<file path="src/rtl/corelet_ctrl.sv">
// Corelet pass sequencer: weight fill, kernel load, flush, activation fill,
// execute, then drain the OFIFO into psum memory.
module corelet_ctrl #(
  parameter int unsigned Row     = 8,
  parameter int unsigned Col     = 8,
  parameter int unsigned L0Depth = 64,
  parameter int unsigned Aw      = 11
) (
  input  logic          clk_i,
  input  logic          rst_ni,
  input  logic          start_i,
  input  logic [6:0]    cfg_nij_i,
  input  logic [Aw-1:0] cfg_w_base_i,
  input  logic [Aw-1:0] cfg_x_base_i,
  input  logic [Aw-1:0] cfg_p_base_i,
  output logic          busy_o,
  output logic          done_o,
  output logic          err_o,
  output logic          xmem_rd_o,
  output logic [Aw-1:0] xmem_addr_o,
  output logic          l0_wr_o,
  output logic          l0_rd_o,
  input  logic          l0_full_i,
  input  logic          l0_ready_i,
  output logic [1:0]    inst_o,
  input  logic          ofifo_full_i,
  input  logic          ofifo_valid_i,
  output logic          ofifo_rd_o,
  output logic          pmem_wr_o,
  output logic [Aw-1:0] pmem_addr_o
);

  localparam int unsigned FlushLen = Row + Col;
  localparam int unsigned CntMax   = (L0Depth > FlushLen) ? L0Depth : FlushLen;
  localparam int unsigned CntW     = $clog2(CntMax + 1);

  typedef enum logic [2:0] {
    StIdle, StWFill, StWLoad, StWFlush, StXFill, StXExec, StDrain
  } state_e;

  state_e          state_q, state_d;
  logic [CntW-1:0] nij_q, nij_d;
  logic [Aw-1:0]   w_base_q, w_base_d, x_base_q, x_base_d, p_base_q, p_base_d;
  logic [CntW-1:0] cnt_q, cnt_d;   // reads issued / pops / flush cycles
  logic [CntW-1:0] wcnt_q, wcnt_d; // L0 writes or pmem writes completed
  logic            rd_q, prd_q, done_q, done_d, err_q, err_d;

  logic [CntW-1:0] fill_len;
  logic [Aw-1:0]   fill_base;
  logic            cfg_ok;

  assign fill_len  = (state_q == StXFill) ? nij_q : CntW'(Col);
  assign fill_base = (state_q == StXFill) ? x_base_q : w_base_q;
  assign cfg_ok    = (cfg_nij_i != 7'd0) && (32'(cfg_nij_i) <= L0Depth);

  // State and datapath registers
  always_ff @(posedge clk_i or negedge rst_ni) begin
    if (!rst_ni) begin
      state_q  <= StIdle;
      nij_q    <= '0;
      w_base_q <= '0;
      x_base_q <= '0;
      p_base_q <= '0;
      cnt_q    <= '0;
      wcnt_q   <= '0;
      rd_q     <= 1'b0;
      prd_q    <= 1'b0;
      done_q   <= 1'b0;
      err_q    <= 1'b0;
    end else begin
      state_q  <= state_d;
      nij_q    <= nij_d;
      w_base_q <= w_base_d;
      x_base_q <= x_base_d;
      p_base_q <= p_base_d;
      cnt_q    <= cnt_d;
      wcnt_q   <= wcnt_d;
      rd_q     <= xmem_rd_o;
      prd_q    <= ofifo_rd_o;
      done_q   <= done_d;
      err_q    <= err_d;
    end
  end

  // Next-state and counter sequencing
  always_comb begin
    state_d  = state_q;
    nij_d    = nij_q;
    w_base_d = w_base_q;
    x_base_d = x_base_q;
    p_base_d = p_base_q;
    cnt_d    = cnt_q;
    wcnt_d   = wcnt_q;
    done_d   = 1'b0;
    err_d    = 1'b0;
    case (state_q)
      StIdle: begin
        if (start_i) begin
          if (cfg_ok) begin
            nij_d    = CntW'(cfg_nij_i);
            w_base_d = cfg_w_base_i;
            x_base_d = cfg_x_base_i;
            p_base_d = cfg_p_base_i;
            cnt_d    = '0;
            wcnt_d   = '0;
            state_d  = StWFill;
          end else begin
            err_d = 1'b1;
          end
        end
      end
      StWFill, StXFill: begin
        if (xmem_rd_o) cnt_d = cnt_q + CntW'(1);
        if (rd_q) begin
          wcnt_d = wcnt_q + CntW'(1);
          if (wcnt_q == fill_len - CntW'(1)) begin
            cnt_d   = '0;
            wcnt_d  = '0;
            state_d = (state_q == StWFill) ? StWLoad : StXExec;
          end
        end
      end
      StWLoad: begin
        if (l0_rd_o) begin
          cnt_d = cnt_q + CntW'(1);
          if (cnt_q == CntW'(Col - 1)) begin
            cnt_d   = '0;
            state_d = StWFlush;
          end
        end
      end
      StWFlush: begin
        cnt_d = cnt_q + CntW'(1);
        if (cnt_q == CntW'(FlushLen - 1)) begin
          cnt_d   = '0;
          state_d = StXFill;
        end
      end
      StXExec: begin
        if (l0_rd_o) begin
          cnt_d = cnt_q + CntW'(1);
          if (cnt_q == nij_q - CntW'(1)) begin
            cnt_d   = '0;
            state_d = StDrain;
          end
        end
      end
      StDrain: begin
        if (ofifo_rd_o) cnt_d = cnt_q + CntW'(1);
        if (prd_q) begin
          wcnt_d = wcnt_q + CntW'(1);
          if (wcnt_q == nij_q - CntW'(1)) begin
            cnt_d   = '0;
            wcnt_d  = '0;
            done_d  = 1'b1;
            state_d = StIdle;
          end
        end
      end
      default: state_d = StIdle;
    endcase
  end

  // Outputs decoded from state, counters and handshake inputs
  always_comb begin
    busy_o      = (state_q != StIdle);
    done_o      = done_q;
    err_o       = err_q;
    xmem_rd_o   = 1'b0;
    xmem_addr_o = '0;
    l0_wr_o     = rd_q;
    l0_rd_o     = 1'b0;
    inst_o      = 2'b00;
    ofifo_rd_o  = 1'b0;
    pmem_wr_o   = prd_q;
    pmem_addr_o = prd_q ? (p_base_q + Aw'(wcnt_q)) : '0;
    case (state_q)
      StWFill, StXFill: begin
        // An in-flight read still lands in L0 while issue pauses on full.
        xmem_rd_o = (cnt_q < fill_len) && !l0_full_i;
        if (xmem_rd_o) xmem_addr_o = fill_base + Aw'(cnt_q);
      end
      StWLoad: begin
        if (l0_ready_i) begin
          l0_rd_o = 1'b1;
          inst_o  = 2'b01;
        end
      end
      StXExec: begin
        if (l0_ready_i && !ofifo_full_i) begin
          l0_rd_o = 1'b1;
          inst_o  = 2'b10;
        end
      end
      StDrain: begin
        ofifo_rd_o = ofifo_valid_i && (cnt_q < nij_q);
      end
      default: ;
    endcase
  end

endmodule
</file>
<file path="config.mk">
export PLATFORM = sky130hd
export DESIGN_NAME = corelet_ctrl
export DESIGN_NICKNAME = d
export VERILOG_FILES = /design/src/rtl/corelet_ctrl.sv
export SDC_FILE = /design/constraint.sdc
export NUM_CORES = 1
export LEC_CHECK = 0
export CAP_MARGIN = 0
export CORE_AREA = 2 2 93 95
export DETAILED_ROUTE_END_ITERATION = 7
export DIE_AREA = 0 0 95 97
export HOLD_SLACK_MARGIN = 0.08
export PLACE_DENSITY = 0.83
export SYNTH_ARGS = -nofsm -noshare
export SYNTH_HDL_FRONTEND = slang
export SYNTH_SLANG_ARGS = --single-unit
</file>
<file path="constraint.sdc">
create_clock -name clk_i -period 5.39 [get_ports clk_i]
set_input_delay 1.078 -clock clk_i [delete_from_list [all_inputs] [get_ports clk_i]]
set_output_delay 1.078 -clock clk_i [all_outputs]
set_load 0.01 [all_outputs]
</file>
==> impl_metrics.csv, run 1 <==
group,metric,value,unit
cts,cts_max_level,3,
timing,tns,0,ns
final_layout,drive_gt1_frac,0.1386,
synth,synth_top_area_share,0.3196,
min_path,hold_path_end,"w_base_q[6]",
worst_setup_path,critical_path_class,"flip-flop to primary output",
timing,relSlewSlack,0.4843,
worst_setup_path,cp_max_fo,11,
synth,synth.avg_cell_area,9.062,um2
worst_setup_path,r2r-end,"wcnt_q[6]",
power_and_ir_drop,switching_power,1.223,mW
global_routing,grt_first_pass_wirelength,20080,um
place,portBuffers,78,
place,place_inst,688,
synth,synthSimpleGateAreaFrac,0.1910,
worst_setup_path,worstSetupEndpointType,"primary output",
worst_setup_path,cpMostUsedCell,"nand2_1",
cts,cts.repair.resized,0,
detailed_routing,drtIter0Drc,404,
cts,cts_hold_buf,0,
power_and_ir_drop,power_frac_comb,0.550,
power_and_ir_drop,switching_share,0.4347,
final_layout,final_cell_mix,"77 x clkdlybuf4s50_1, 61 x dfrtp_1, 52 x nand2_1",
timing,hold_viol_final,0,
final_layout,layout.cells.non_filler,704,
synth,synth-edff-count,0,
place,place_ws,0.8226,ns
synth,yosysSeqAreaShare,0.3196,
synth,synth.area.top_cells,"dfrtp_1 32%, mux2_2 9.2%, ha_1 7.9%, xnor2_1 4.4%, nand2_1 4.1%",
timing,fmax,197.9,MHz
floorplan,die-area,9215,um2
detailed_routing,dr.pass1.iters,5,
worst_setup_path,startpoint_type,"flip-flop",
final_layout,n_antenna_cell,0,
timing,setup_viol,0,
synth,postSynthRegisterBits,61,
worst_setup_path,cp.arrival,3.98,ns
worst_setup_path,cp_slowest_cell,"clkdlybuf4s50_1",
synth,synth_fp_nets,606,
global_routing,gr-total-overflow,0,
detailed_routing,ant_nets,0,
synth,synth_fa_ha_area_frac,0.08698,
power_and_ir_drop,clkPwrFrac,0.159,
timing,fin_skew,0.006914,ns
floorplan,num_io_pins,79,
global_routing,grt_pass1_vias,4238,
global_routing,grt_antenna_before_repair,0,
synth,synthMuxAreaShare,0.1045,
cts,cts_buffer_depth,2,
worst_setup_path,rrSetupSlack,1.97,ns
cts,cts.sink_count,61,
worst_setup_path,r2r_cells,11,
synth,synthDistinctLibCells,72,
timing,slew_violations,0,
place,gp_congestion,0.9444,
cts,clk_latency,0.36,ns
timing,worstMarginPinSlew,0.7736,ns
cts,cts_setup_buffers,0,
outcome,status,"completed",
power_and_ir_drop,p_int,1.590,mW
detailed_routing,via_count,4207,
synth,yosysTopAreaCell,"dfrtp_1",
final_layout,synthToLayoutAreaGrowth,21.88,%
final_layout,fill_cells,595,
place,placement.cell_area,5613,um2
power_and_ir_drop,p_leak,2.578,nW
worst_setup_path,cp_slowest_stage_delay,0.60,ns
synth,async_flop_share,1.000,
global_routing,grt_max_degree,62,
final_layout,fin_nets,673,
synth,synth_compound_area_frac,0.1669,
power_and_ir_drop,p_seq_frac,0.291,
cts,cts.reportedPaths.clkPinSlew,0.07,ns
detailed_routing,viasPerCell,5.976,
timing,rsz0062_at_grt,"false",
worst_setup_path,cp_data_required_time,4.31,ns
timing,period_share,0.9376,
place,hpwl,8722,um
synth,syn_area,4776,um2
worst_setup_path,crit_chain,"nor3b_4 -> buf_4 -> nand2_1 -> nand2_1 -> ha_1 -> fa_1 -> a21oi_1 -> o21bai_1 -> a21oi_1 -> o21ai_0 -> nand2_1 -> xnor2_1 -> nor2_1 -> a211oi_1 -> clkdlybuf4s50_1",
floorplan,initial_core_util,0.5871,
min_path,hold_depth,1,
power_and_ir_drop,ir_drop,0.2615,mV
cts,tritoncts,"built",
power_and_ir_drop,powerDensity,483.2,nW/um2
global_routing,grtUsageTotal,0.2771,
timing,min_period,5.054,ns
cts,cts-buffers-inserted,9,
synth,synth_top_family_by_area,"simple AND/OR/NAND/NOR gates",
final_layout,final_common_cell,"clkdlybuf4s50_1",
final_layout,fin_area,5821,um2
detailed_routing,drc_errors,0,
timing,setup_slack,0.3365,ns
detailed_routing,wl,11770,um
detailed_routing,wl_per_cell,16.72,um
cts,cts-root-buf,"clkbuf_8",
synth,ys.warnings.count,0,
flow_run,maxCapViolCount,0,
floorplan,die_w,95,um
min_path,min-delay-start,"w_base_q[6]",
synth,synth_xor_area_frac,0.08541,
floorplan,core_area,8134,um2
synth,synth_cells,527,
worst_setup_path,r2r_start,"state_q[0]",
floorplan,rows,33,
synth,synthFlopType,"dfrtp_1",
min_path,hold_path_class,"flip-flop to flip-flop",
floorplan,die_height,97,um
logic make-up after synthesis:
| family | count (synthesis) |
|---|---|
| AO/OA/AOI/OAI | 113 |
| XOR/XNOR | 45 |
| adder cells (fa/ha/maj) | 32 |
| buffers and inverters | 53 |
| flip-flops | 61 |
| multiplexers | 45 |
| AND/OR/NAND/NOR | 178 |
Yosys cell counts, types with 3 or more instances:
master / instances
xor2_1: 20
mux2i_1: 6
ha_1: 30
o21bai_1: 10
nor3_1: 8
dfrtp_1: 61
a21o_1: 6
nand2b_1: 6
mux2_2: 39
nand3_1: 14
or2_2: 6
a31oi_1: 5
xnor2_1: 24
a211oi_1: 3
o22ai_1: 3
buf_2: 5
o211ai_1: 7
clkbuf_1: 14
nor4_1: 4
inv_1: 22
nor2_1: 43
nor2b_1: 5
and3_1: 6
buf_1: 7
a211o_1: 4
nand2_1: 52
and2_1: 5
o21ai_0: 15
nor3b_1: 3
a22o_1: 3
nand4_1: 8
nand3b_1: 4
a21oi_1: 30
state kept, by name, indices dropped and copies added (netlist names):
signal,cells
w_base_q,11
nij_q,7
wcnt_q,7
pmem_wr_o,1
state_q,3
x_base_q,11
p_base_q,11
err_o,1
l0_wr_o,1
cnt_q,7
done_o,1
through the flow:
| step | util | hold WS (ns) | total power [mW] |
|---|---|---|---|
| floorplan | - | 0.4787 | 1.920 |
| global placement | 0.6900 | 0.4931 | 2.281 |
| detailed placement | 0.6900 | 0.4961 | 2.339 |
| CTS | 0.7156 | 0.5131 | 2.800 |
| global route | 0.7156 | 0.5279 | 3.034 |
| finish | 0.7156 | 0.5137 | 2.813 |
worst max path at each step:
stage          startpoint             end  slack, ns
2_1_floorplan  state_q[1]  xmem_addr_o[8]       1.25
3_3_place_gp    l0_full_i  xmem_addr_o[8]       0.88
3_5_place_dp   state_q[0]  xmem_addr_o[8]       0.82
4_1_cts        state_q[0]  xmem_addr_o[8]       0.38
5_1_grt        state_q[0]  xmem_addr_o[8]       0.08
6_report       state_q[0]  xmem_addr_o[8]       0.34
final cells by class:
type,count,area (um2),share of cell area
repair buffers,85,828.3,0.1423
clock inverters,4,72.57,0.01247
flip-flops and latches,61,1526,0.2623
multi-input cells,413,3037,0.5217
clock buffers,12,135.1,0.02322
inverters,24,90.09,0.01548
well taps,105,131.4,0.02257
routing by layer:
metal / global-route usage / vias to the layer above / wire length (um) / part of all wire
li1: - / 2008 / - / -
met1: 0.3657 / 1985 / 5040 / 0.43
met2: 0.4250 / 183 / 5541 / 0.47
met3: 0.07866 / 31 / 836 / 0.071
met4: 0.1137 / 0 / 350 / 0.030
met5: 0 / - / 0 / 0
power groups by stage:
stage	clock network [mW]	logic (mW)	registers, mW
floorplan	0	1.21	0.713
global placement	0	1.47	0.814
detailed placement	0	1.52	0.823
CTS	0.454	1.53	0.814
global route	0.479	1.71	0.844
finish	0.448	1.55	0.818
worst max-delay path, delay by kind of cell, from the launching register on:
family | cells | cell delay (ns)
AO/OA/AOI/OAI | 5 | 0.99
buffers and inverters | 2 | 0.86
AND/OR/NAND/NOR | 5 | 0.79
flip-flops | 1 | 0.41
adder cells (fa/ha/maj) | 2 | 0.40
XOR/XNOR | 1 | 0.16
(Power assumes the default switching activity.)
==> inputs of run 2 (changes only) <==
--- a/config.mk
+++ b/config.mk
@@ -6,11 +6,11 @@
 export NUM_CORES = 1
 export LEC_CHECK = 0
 export CAP_MARGIN = 0
-export CORE_AREA = 2 2 93 95
+export CORE_AREA = 2 2 102 104
 export DETAILED_ROUTE_END_ITERATION = 7
-export DIE_AREA = 0 0 95 97
+export DIE_AREA = 0 0 104 106
 export HOLD_SLACK_MARGIN = 0.08
-export PLACE_DENSITY = 0.83
+export PLACE_DENSITY = 0.73
 export SYNTH_ARGS = -nofsm -noshare
 export SYNTH_HDL_FRONTEND = slang
 export SYNTH_SLANG_ARGS = --single-unit
==> constraint.sdc (replaced) <==
create_clock -name clk_i -period 4.2 [get_ports clk_i]
set_input_delay 0.84 -clock clk_i [delete_from_list [all_inputs] [get_ports clk_i]]
set_output_delay 0.84 -clock clk_i [all_outputs]
set_load 0.01 [all_outputs]
==> impl_metrics.csv, run 2 (synthesis results as in run 1) <==
group,metric,value,unit
outcome,status,"completed",
floorplan,num_io_pins,79,
final_layout,layout.cells.non_filler,752,
worst_setup_path,crit_chain,"buf_4 -> nor3b_4 -> nand2_2 -> ha_1 -> a211o_1 -> or4_4 -> inv_4 -> clkdlybuf4s50_1",
timing,min_period,3.957,ns
final_layout,fill_cells,861,
detailed_routing,viasPerCell,5.710,
timing,fmax,252.7,MHz
place,portBuffers,78,
global_routing,grt_first_pass_wirelength,20870,um
final_layout,n_antenna_cell,0,
cts,cts_buffer_depth,2,
cts,cts_hold_buf,0,
cts,cts_max_level,3,
cts,clk_latency,0.35,ns
cts,cts.reportedPaths.clkPinSlew,0.08,ns
detailed_routing,drtIter0Drc,201,
worst_setup_path,cp_slowest_cell,"or4_4",
flow_run,maxCapViolCount,0,
global_routing,grt_max_degree,40,
final_layout,reg.largest.list,"p_base_q x11, w_base_q x11, x_base_q x11",
place,place_inst,733,
place,gp_congestion,0.9050,
final_layout,drive_gt1_frac,0.1786,
timing,relSlewSlack,0.5157,
min_path,hold_path_class,"primary input to async pin",
final_layout,fin_nets,690,
cts,cts.sink_count,61,
timing,rsz0062_at_grt,"false",
detailed_routing,ant_nets,0,
timing,tns,0,ns
power_and_ir_drop,powerDensity,614.4,nW/um2
global_routing,grt_pass1_vias,4328,
worst_setup_path,critical_path_class,"flip-flop to primary output",
global_routing,grt_antenna_before_repair,0,
worst_setup_path,cp_slowest_stage_delay,0.57,ns
place,place_ws,0.1446,ns
timing,slew_violations,0,
final_layout,final_common_cell,"clkdlybuf4s50_1",
timing,setup_viol,0,
power_and_ir_drop,p_leak,2.851,nW
floorplan,die_w,104,um
floorplan,core_area,10000,um2
detailed_routing,wl_per_cell,16.81,um
timing,fin_skew,0.01376,ns
final_layout,synthToLayoutAreaGrowth,26.43,%
worst_setup_path,cp_data_required_time,3.36,ns
place,hpwl,9544,um
floorplan,die_height,106,um
cts,tritoncts,"built",
final_layout,final_cell_mix,"66 x clkdlybuf4s50_1, 60 x dfrtp_1, 52 x nand2_1",
global_routing,grtUsageTotal,0.2343,
timing,period_share,0.9422,
worst_setup_path,cp.arrival,3.12,ns
detailed_routing,wl,12640,um
floorplan,die-area,11020,um2
timing,worstMarginPinSlew,0.7198,ns
power_and_ir_drop,ir_drop,0.3671,mV
power_and_ir_drop,finalPower,3.710,mW
worst_setup_path,cp_max_fo,6,
timing,setup_slack,0.2428,ns
worst_setup_path,worstSetupEndpointType,"primary output",
cts,cts-buffers-inserted,9,
detailed_routing,drc_errors,0,
floorplan,rows,37,
final_layout,final_util,0.6039,
worst_setup_path,startpoint_type,"flip-flop",
detailed_routing,via_count,4294,
timing,hold_viol_final,0,
global_routing,gr-total-overflow,0,
floorplan,initial_core_util,0.4776,
cts,cts-root-buf,"clkbuf_8",
detailed_routing,dr.pass1.iters,5,
## run 2: cell count changes in the layout (fill, tap and decap cells not counted), sizes merged
cell,previous run,this run
clkdlybuf4s50,77,66
dlymetal6s2s,0,10
buf,8,25
bufinv,2,1
inv,22,23
clkinvlp,1,2
## run 2: layout make-up
cell class	count	area, um2	area share
Clock buffer	11	141.4	0.02341
Sequential cell	61	1528	0.2530
Tap cell	136	170.2	0.02818
Timing Repair Buffer	102	992.2	0.1643
Inverter	24	92.59	0.01533
Clock inverter	5	58.81	0.009739
Multi-Input combinational cell	413	3055	0.5060
## run 2: per-layer routing
layer | wire (um) | track usage | up-vias
li1 | - | - | 2041
met1 | 5340 | 0.2966 | 2093
met2 | 6352 | 0.4102 | 137
met3 | 712 | 0.04108 | 23
met4 | 238 | 0.07046 | 0
met5 | 0 | 0 | -
## run 2: report_power, final
| part | switching [mW] | internal [mW] |
|---|---|---|
| clock network | 0.252 | 0.291 |
| registers | 0.202 | 0.778 |
| logic | 1.17 | 1.01 |
| total | 1.63 | 2.08 |
## run 2: critical path, delay by kind of cell (launching register included)
kind / cells / cell delay (ns)
buffers and inverters: 3 / 0.77
DFF: 1 / 0.37
AOI/OAI and AO/OA: 1 / 0.31
adders and majority gates: 1 / 0.32
and+or+nand+nor: 3 / 0.99
## run 2: path summary, 6_finish.rpt
| path | slack (ns) | end | start | cells past startpoint |
|---|---|---|---|---|
| hold reg to reg | 0.52 | x_base_q[10] | x_base_q[10] | 1 |
| hold / removal | 0.46 | x_base_q[3] | rst_ni | 1 |
| max in group asynchronous | 2.80 | wcnt_q[0] | rst_ni | 2 |
| setup / recovery | 0.24 | xmem_rd_o | state_q[0] | 8 |
| min in group clk_i | 0.52 | x_base_q[10] | x_base_q[10] | 1 |
| setup reg to reg | 0.85 | wcnt_q[6] | state_q[0] | 13 |
## run 2: through the flow
| step | area (um2) | hold slack [ns] |
|---|---|---|
| 6_report | 6038 | 0.4616 |
| 5_1_grt | 6038 | 0.4906 |
| 4_1_cts | 5987 | 0.4735 |
| 3_5_place_dp | 5757 | 0.4976 |
| 3_3_place_gp | 5757 | 0.4918 |
| 2_1_floorplan | 4776 | 0.4787 |
## run 2: repair_timing
action | 4_1_cts | 5_1_grt
pin swaps | 1 | 2
endpoints found under the hold margin | 0 | 0
gates resized for setup | 7 | 17
setup buffers | 1 | 2
endpoints found under the setup margin | 12 | 13
==> inputs of run 3 (changes only) <==
--- a/config.mk
+++ b/config.mk
@@ -7,6 +7,7 @@
 export LEC_CHECK = 0
 export CAP_MARGIN = 0
 export CORE_AREA = 2 2 102 104
+export CTS_CLUSTER_DIAMETER = 50
 export DETAILED_ROUTE_END_ITERATION = 7
 export DIE_AREA = 0 0 104 106
 export HOLD_SLACK_MARGIN = 0.08
==> constraint.sdc (replaced) <==
create_clock -name clk_i -period 4.2 [get_ports clk_i]
set_input_delay 0.63 -clock clk_i [delete_from_list [all_inputs] [get_ports clk_i]]
set_output_delay 0.63 -clock clk_i [all_outputs]
set_load 0.01 [all_outputs]
==> impl_metrics.csv, run 3 (synthesis results as in run 1) <==
group,metric,value,unit
power_and_ir_drop,ir_drop,0.2786,mV
global_routing,grtUsageTotal,0.2314,
final_layout,layout.cells.non_filler,743,
timing,relSlewSlack,0.4487,
worst_setup_path,cp_slowest_stage_delay,0.54,ns
final_layout,fin_nets,682,
worst_setup_path,cp_slowest_cell,"clkdlybuf4s50_1",
final_layout,ff_latch_area,1526,um2
worst_setup_path,crit_chain,"or3b_4 -> nand2_1 -> nand2_1 -> ha_1 -> a21o_1 -> a21oi_1 -> o21bai_1 -> a21oi_2 -> o21ai_1 -> xor2_1 -> nor2_1 -> clkdlybuf4s50_1",
floorplan,rows,37,
worst_setup_path,cp_max_fo,8,
floorplan,die_height,106,um
timing,worstMarginPinSlew,0.8194,ns
detailed_routing,viasPerCell,5.700,
timing,slew_violations,0,
detailed_routing,via_count,4235,
detailed_routing,wl_per_cell,16.88,um
worst_setup_path,cp_top_family,"compound AO/OA/AOI/OAI gates",
worst_setup_path,crit_cells,12,
place,portBuffers,78,
timing,period_share,0.9580,
worst_setup_path,r2r_start,"state_q[2]",
global_routing,grt_first_pass_wirelength,20580,um
floorplan,die-area,11020,um2
cts,cts-root-buf,"clkbuf_8",
final_layout,final_util,0.5967,
cts,cts-buffers-inserted,9,
floorplan,initial_core_util,0.4776,
floorplan,die_w,104,um
flow_run,maxCapViolCount,0,
timing,hold_viol_final,0,
global_routing,grt_pass1_vias,4251,
global_routing,grt_max_degree,40,
final_layout,n_antenna_cell,0,
final_layout,multi_input_area,3050,um2
worst_setup_path,rrSetupSlack,0.92,ns
timing,fmax,248.5,MHz
timing,fin_skew,0.009235,ns
floorplan,core_area,10000,um2
final_layout,fill_cells,884,
power_and_ir_drop,powerDensity,622.4,nW/um2
worst_setup_path,critPathBufInv,1,
place,gp_congestion,0.8758,
min_path,hold_path_class,"primary input to async pin",
cts,cts.reportedPaths.clkPinSlew,0.07,ns
place,place_inst,724,
worst_setup_path,r2r_cells,13,
detailed_routing,ant_nets,0,
worst_setup_path,critical_path_class,"flip-flop to primary output",
detailed_routing,dr.pass1.iters,4,
worst_setup_path,cpMostUsedCell,"nand2_1",
detailed_routing,drc_errors,0,
global_routing,grt_antenna_before_repair,0,
timing,setup_viol,0,
place,placement.cell_area,5689,um2
detailed_routing,wl,12540,um
worst_setup_path,startpoint_type,"flip-flop",
cts,cts_buffer_depth,2,
worst_setup_path,cp_data_required_time,3.57,ns
timing,min_period,4.024,ns
cts,clk_latency,0.34,ns
cts,tritoncts,"built",
worst_setup_path,r2r-end,"wcnt_q[0]",
cts,cts_hold_buf,0,
cts,cts_max_level,3,
worst_setup_path,cp.arrival,3.39,ns
worst_setup_path,worstSetupEndpointType,"primary output",
detailed_routing,drtIter0Drc,233,
final_layout,reg.largest.list,"p_base_q x11, w_base_q x11, x_base_q x11",
place,hpwl,9462,um
final_layout,final_common_cell,"clkdlybuf4s50_1",
floorplan,num_io_pins,79,
final_layout,synthToLayoutAreaGrowth,24.94,%
cts,cts.sink_count,61,
final_layout,final_cell_mix,"75 x clkdlybuf4s50_1, 61 x dfrtp_1, 52 x nand2_1",
power_and_ir_drop,p_leak,2.664,nW
timing,rsz0062_at_grt,"false",
global_routing,gr-total-overflow,0,
timing,tns,0,ns
final_layout,drive_gt1_frac,0.1614,
final_layout,fin_area,5967,um2
outcome,status,"completed",
power_and_ir_drop,finalPower,3.714,mW
run 3: cell count changes in the layout (fill, tap and decap cells not counted), sizes merged:
cell and change:
clkdlybuf4s50 +9, dlymetal6s2s -9, buf -8, bufinv +1, clkinv -1, clkinvlp -1
dlygate4sd2 +1, inv -1
run 3: final cells by class:
| class | instances | share of cell area |
|---|---|---|
| Inverter | 24 | 0.01510 |
| Clock buffer | 12 | 0.02768 |
| Tap cell | 136 | 0.02852 |
| Timing Repair Buffer | 94 | 0.1503 |
| Multi-Input combinational cell | 413 | 0.5112 |
| Sequential cell | 61 | 0.2558 |
| Clock inverter | 3 | 0.01132 |
run 3: timing repair:
item,4_1_cts,5_1_grt
pin swaps,1,0
gates resized for setup,2,6
buffers inserted,4,0
setup endpoints to repair,6,5
run 3: worst max-delay path by stage:
stage                from         endpoint  slack [ns]
6_report       state_q[0]   xmem_addr_o[7]        0.18
4_1_cts        state_q[0]  xmem_addr_o[10]        0.08
2_1_floorplan  state_q[1]   xmem_addr_o[8]        0.51
5_1_grt        state_q[0]   xmem_addr_o[7]       0.004
3_3_place_gp   state_q[0]   xmem_addr_o[8]        0.19
3_5_place_dp   state_q[0]   xmem_addr_o[8]        0.17
run 3: through the flow:
stage	setup WS, ns	hold slack [ns]
2_1_floorplan	0.5127	0.3344
3_3_place_gp	0.1925	0.4882
3_5_place_dp	0.1719	0.4982
4_1_cts	0.07647	0.3541
5_1_grt	0.004395	0.3826
6_report	0.1763	0.3324
run 3: power breakdown:
| group | internal [mW] | total [mW] | leakage (nW) | switching, mW |
|---|---|---|---|---|
| sequential | 0.777 | 1.02 | 0.793 | 0.238 |
| combinational | 0.974 | 2.08 | 1.76 | 1.10 |
| clock | 0.380 | 0.620 | 0.115 | 0.240 |
| total | 2.13 | 3.71 | 2.66 | 1.58 |
run 3: worst reg2reg max path: cells and delay by family, from the launching register on:
| kind | cells | cell delay, ns |
|---|---|---|
| AND/OR/NAND/NOR | 5 | 1.05 |
| buffers and inverters | 2 | 0.30 |
| AO/OA/AOI/OAI | 5 | 1.29 |
| adder cells (fa/ha/maj) | 1 | 0.18 |
| flip-flops | 1 | 0.39 |
run 3: layer usage:
| layer | vias to the layer above | track usage | share of wire |
|---|---|---|---|
| met5 | - | 0 | 0 |
| met2 | 110 | 0.4098 | 0.50 |
| met1 | 2081 | 0.2816 | 0.43 |
| li1 | 2024 | - | - |
| met4 | 0 | 0.09459 | 0.025 |
| met3 | 20 | 0.03617 | 0.041 |
